`src/rtl/data_mem_controller.sv`:
```
// data_mem_controller: MEM-stage request/ready data-memory interface with big-endian byte lanes
module data_mem_controller #(
  parameter int unsigned TIMEOUT = 255
) (
  input  logic        clock,
  input  logic        reset,
  input  logic        MEM_MemRead,
  input  logic        MEM_MemWrite,
  input  logic [31:0] MEM_Address,
  input  logic [31:0] MEM_WriteData,
  input  logic [1:0]  MEM_Size,
  input  logic        MEM_SignExtend,
  input  logic        MEM_Stall,
  output logic [31:0] MEM_ReadData,
  output logic        MEM_Stall_Controller,
  output logic        MEM_AddrError,
  output logic        MEM_BusError,
  output logic [29:0] DataMem_Address,
  output logic [31:0] DataMem_WriteData,
  output logic [3:0]  DataMem_ByteEn,
  output logic        DataMem_Read,
  output logic        DataMem_Write,
  input  logic        DataMem_Ready,
  input  logic [31:0] DataMem_ReadData
);
  typedef enum logic [1:0] {IDLE, ACCESS, DONE} state_t;
  state_t state, state_nx;
  logic req, is_byte, is_half, misaligned, start, timeout;
  logic [7:0] cnt;
  logic [29:0] addr_q;
  logic [1:0] off_q, size_q;
  logic sign_q, write_q, bus_err_q;
  logic [31:0] wdata_q, rdata_q, wdata_nx, lane, load_val;
  logic [3:0] be_q, be_nx;
  assign req = MEM_MemRead | MEM_MemWrite;
  assign is_byte = MEM_Size == 2'b10;
  assign is_half = MEM_Size == 2'b01;
  assign misaligned = is_half ? MEM_Address[0] : !is_byte && MEM_Address[1:0] != 2'b00;
  // Gated by reset so every output reads 0 while reset is held, even with a request present.
  assign start = reset && state == IDLE && req && !misaligned;
  assign timeout = state == ACCESS && !DataMem_Ready && cnt == 8'(TIMEOUT - 1);
  assign be_nx = is_byte ? 4'b1000 >> MEM_Address[1:0] : is_half ? (MEM_Address[1] ? 4'b0011 : 4'b1100) : 4'b1111;
  assign wdata_nx = is_byte ? {4{MEM_WriteData[7:0]}} : is_half ? {2{MEM_WriteData[15:0]}} : MEM_WriteData;
  // Shifting by the byte offset moves the addressed lane to the top of the word.
  assign lane = DataMem_ReadData << {off_q, 3'b000};
  assign load_val = size_q == 2'b10 ? {{24{sign_q & lane[31]}}, lane[31:24]}
                  : size_q == 2'b01 ? {{16{sign_q & lane[31]}}, lane[31:16]} : DataMem_ReadData;
  always_ff @(posedge clock or negedge reset) begin
    if (!reset) state <= IDLE;
    else state <= state_nx;
  end
  always_comb begin
    state_nx = state;
    case (state)
      IDLE:    state_nx = start ? ACCESS : IDLE;
      ACCESS:  state_nx = (DataMem_Ready || timeout) ? DONE : ACCESS;
      DONE:    state_nx = MEM_Stall ? DONE : IDLE;
      default: state_nx = IDLE;
    endcase
  end
  always_comb begin
    MEM_Stall_Controller = start || state == ACCESS;
    MEM_AddrError = reset && state == IDLE && req && misaligned;
    DataMem_Read = state == ACCESS && !write_q;
    DataMem_Write = state == ACCESS && write_q;
  end
  always_ff @(posedge clock or negedge reset) begin
    if (!reset) begin
      cnt <= '0;
      addr_q <= '0;
      off_q <= '0;
      size_q <= '0;
      sign_q <= 1'b0;
      write_q <= 1'b0;
      wdata_q <= '0;
      be_q <= '0;
      rdata_q <= '0;
      bus_err_q <= 1'b0;
    end else begin
      bus_err_q <= timeout;
      if (start) begin
        cnt <= '0;
        addr_q <= MEM_Address[31:2];
        off_q <= MEM_Address[1:0];
        size_q <= MEM_Size;
        sign_q <= MEM_SignExtend;
        write_q <= MEM_MemWrite;
        wdata_q <= wdata_nx;
        be_q <= be_nx;
      end else if (state == ACCESS) begin
        cnt <= cnt + 8'd1;
        if (DataMem_Ready) rdata_q <= write_q ? '0 : load_val;
        else if (timeout) rdata_q <= '0;
      end
    end
  end
  assign MEM_ReadData = rdata_q;
  assign MEM_BusError = bus_err_q;
  assign DataMem_Address = addr_q;
  assign DataMem_WriteData = wdata_q;
  assign DataMem_ByteEn = be_q;
endmodule

```
`config.mk`:
```
export PLATFORM = sky130hd
export DESIGN_NAME = data_mem_controller
export DESIGN_NICKNAME = d
export VERILOG_FILES = /design/src/rtl/data_mem_controller.sv
export SDC_FILE = /design/constraint.sdc
export NUM_CORES = 1
export LEC_CHECK = 0
export CORE_AREA = 2 2 114 116
export CTS_BUF_LIST = sky130_fd_sc_hd__clkbuf_4 sky130_fd_sc_hd__clkbuf_8
export CTS_CLUSTER_DIAMETER = 200
export CTS_CLUSTER_SIZE = 8
export DETAILED_ROUTE_END_ITERATION = 8
export DIE_AREA = 0 0 116 118
export HOLD_SLACK_MARGIN = 0.15
export PLACE_DENSITY = 0.89
export RECOVER_POWER = 50
export SETUP_SLACK_MARGIN = 0.1
export SYNTH_ARGS = -nofsm -noshare
export SYNTH_HDL_FRONTEND = slang
export SYNTH_SLANG_ARGS = --single-unit
```
`constraint.sdc`:
```
create_clock -name clock -period 2.05 [get_ports clock]
set_clock_uncertainty 0.15 [all_clocks]
set_input_delay 0.205 -clock clock [delete_from_list [all_inputs] [get_ports clock]]
set_output_delay 0.205 -clock clock [all_outputs]
set_load 0.1 [all_outputs]
```
==> impl_summary.log <==
[metrics] overall die height: 118 um
[metrics] Cell Area, Synth: 5770 sq um
[metrics] Slew @ Worst Pin: roughly 1.1 ns
[metrics] worst endpoint required time: ~1.7 ns
[metrics] final critical-path setup slack: -0.102 ns
[metrics] worst reg-to-reg setup slack: ~0.10 ns
[metrics] average cell area after synthesis: around 12 sq um
[metrics] most frequent cells in the layout: dfrtp_1 (115), clkdlybuf4s50_1 (103), mux2_2 (90)
[metrics] Mapped Nets: 590
[metrics] met3 layer wire length in the routed design: roughly 1.6 mm
[metrics] WHS Path Cells: 3
[metrics] setup repair after global routing missed its margin: true
[metrics] proportion of netlist area held by the largest area contributor: 0.499
[metrics] highest metal layer used by the detailed router: met4
[metrics] launch instance of the worst register-to-register path: state[0]
[metrics] Maximum Capacitance Violations: 0
[metrics] global placement routability congestion: 0.897
[metrics] launch point of the critical path: state[0]
[metrics] overall track demand over capacity in global routing: 0.248
[metrics] post-detailed-route DRC marker count: 0
[metrics] Core Region: between 10000 and 15000 sq um
[metrics] number of flip-flops and latches in the synthesized netlist: 115
[metrics] number of synthesized flops with an enable pin: 0
[metrics] clock tree from TritonCTS: built
[metrics] post-detailed-placement half-perimeter wirelength: 11.9 mm
[metrics] final critical-path required period: 2.15 ns
[metrics] die extent in x: 116 um
[metrics] Max Transition Viols Final: 0
[metrics] CP Capture Type: output pin
[metrics] Pre-Repair DR Iteration Count: 6
[metrics] maximum number of pins on one net before global-route repair: 116
[metrics] most common cell after layout, fill and taps aside: dfrtp_1
[metrics] destination of the worst hold path: state[1]
[metrics] vias per cell: 5.59
[metrics] fraction of layout instances using a drive strength above 1: 0.402
[metrics] overall overflow remaining after global route: 0
[metrics] count of final setup violators: 1
[metrics] Inserted Clock Buffers: 17
[metrics] sequential cell area fraction in the yosys report: 0.499
[metrics] per-cell routed wire length: 18.7 um
[metrics] via count of the first global-routing pass: 5379
[metrics] root buf cell: clkbuf_8
[metrics] number of placement rows: 41
[metrics] number of placed instances, taps included: 865
[metrics] type of the worst setup path: flip-flop to output pin
[metrics] number of clock sinks seen by CTS: 115
[metrics] Filler cells: 934
[metrics] total met2 wirelength after detailed routing: 8.62 mm
[metrics] worst-case headroom to the max-slew limit: 0.297
[metrics] data arrival time of the critical path: 1.80 ns
[metrics] CP Max Fanout: 2
[metrics] total routed wirelength: 16.9 mm
[metrics] failing checks: setup timing
[metrics] metal1 wirelength: 6.25 mm
[metrics] number of warnings printed during yosys synthesis: 0
[metrics] Post-synth ARST share: 1.00
[metrics] Clock Path Buffers: 2
[metrics] synth top area cells: dfrtp_1 (50%), mux2_2 (18%), o2bb2ai_1 (3.5%), a21oi_1 (3.1%), mux4_2 (2.3%)
[metrics] initial antenna violation count: 1
[metrics] timing-limited maximum frequency: 0.465 GHz
[metrics] final hold vios: 0
[metrics] category of the worst setup path launch point: flip-flop
[metrics] Die Area: 13700 sq um
[metrics] post-route clock period utilization: 1.05
[metrics] layout overhead on the synthesized area: 45.1%
[metrics] starting DRC count in detailed routing: 402
[metrics] count of port buffers added during placement: 207
[metrics] H-tree Lvls: 4
[metrics] number of standard cells after synthesis: 483
[metrics] Worst R2R Path Depth: 6
[metrics] hold wc startpoint: MEM_Stall
[metrics] Distinct cells, synth: 52
[metrics] library cell with the largest summed area after synthesis: dfrtp_1
[metrics] status: finished, violations left
[metrics] via count of the routed design: 5060
[metrics] clock input transition at the sequential cells of the worst setup and hold paths: 0.06 ns
[metrics] global-route wire length before repair: around 26 mm
[metrics] antenna-violating nets left: 0
[metrics] starting utilization of the core area: 0.465
[metrics] Top FF cell, synth: dfrtp_1
[metrics] Tightest Hold Check Type: primary input to flip-flop
[metrics] insertion delay to the later sink of the worst-skew pair: roughly 0.44 ns
[metrics] Non-Filler Instances: 905
[metrics] ports placed on the boundary: between 200 and 250
[metrics] capture instance of the worst register-to-register path: DataMem_WriteData[4]
[metrics] number of nets in the finished design: 828
cells in the mapped netlist, types with 7 or more instances:
cell type,n
dfrtp_1,115
a221oi_1,7
nand2_1,33
mux2i_1,9
inv_1,14
a21oi_1,36
o21ai_0,9
clkbuf_1,14
nor2_1,23
a211oi_1,10
buf_6,10
mux2_2,90
o2bb2ai_1,23
buf_2,9
o32ai_1,7
nor2b_1,10
worst max-delay path, cell delays in order, from the launching register on:
cell and delay [ns]:
dfrtp_1 0.35, nor2_1 0.05, o211ai_1 0.15, and2b_2 0.28
buf_8 0.12, or2_4 0.23, buf_12 0.16
worst max-delay path by stage:
stage                      endpoint  slack [ns]  depth (start not counted)
6_report       MEM_Stall_Controller       -0.10                          6
5_1_grt        MEM_Stall_Controller       -0.16                          6
4_1_cts        MEM_Stall_Controller       -0.12                          6
3_5_place_dp   DataMem_WriteData[7]       -0.26                          6
3_3_place_gp   DataMem_WriteData[7]       -0.21                          6
2_1_floorplan  MEM_Stall_Controller        0.12                          7
per-stage QoR:
step	hold WS [ns]	worst slack, ns	instance area [sq um]	TNS [ns]	util
floorplan	-0.241	0.117	5810	0	-
global placement	0.197	-0.212	8000	-15.74	0.644
detailed placement	0.204	-0.256	8000	-19.46	0.644
CTS	0.177	-0.118	8420	-0.118	0.678
global route	0.204	-0.162	8370	-0.162	0.674
finish	0.204	-0.102	8370	-0.102	0.674
layer usage:
layer | track usage | vias up
li1 | - | 2248
met1 | 0.288 | 2509
met5 | 0 | -
met2 | 0.414 | 260
met4 | 0.116 | 0
met3 | 0.0788 | 43
layout make-up:
type | instances | area [sq um] | share of cell area
Multi-Input combinational cell | 319 | 2670 | 0.318
Inverter | 14 | 52.6 | 0.00628
Sequential cell | 115 | 2880 | 0.344
Antenna cell | 1 | 2.50 | 0.000299
Tap cell | 172 | 215 | 0.0257
Clock inverter | 6 | 55.1 | 0.00658
Timing Repair Buffer | 254 | 2200 | 0.263
Clock buffer | 24 | 305 | 0.0365
sequential cells by signal (all words and copies together), names as in the netlist:
register,cells
DataMem_WriteData,32
MEM_ReadData,32
DataMem_Address,30
cnt,8
DataMem_ByteEn,4
off_q,2
size_q,2
state,2
MEM_BusError,1
sign_q,1
write_q,1
cells by family (layout without fill, tap and decap cells):
logic type               Yosys count  in the layout  synth area share
XOR/XNOR                           8              8            0.0121
other                              0              1                 0
AO/OA/AOI/OAI                    110            110             0.135
buffers and inverters             49            298            0.0475
multiplexers                     107            107             0.224
flip-flops                       115            115             0.499
adder cells (fa/ha/maj)            2              2           0.00433
AND/OR/NAND/NOR                   92             92            0.0785
what timing repair did:
action                                  4_1_cts  5_1_grt
gates resized for setup                       5       13
endpoints found under the hold margin       115        0
gates cloned                                  0        3
hold buffers                                  1        0
setup buffers                                 5        0
pin swaps                                     2        0
endpoints found under the setup margin        4       68
Power is not shown: default switching activity piles up to over one toggle a cycle in this logic, so the estimate is an artifact.
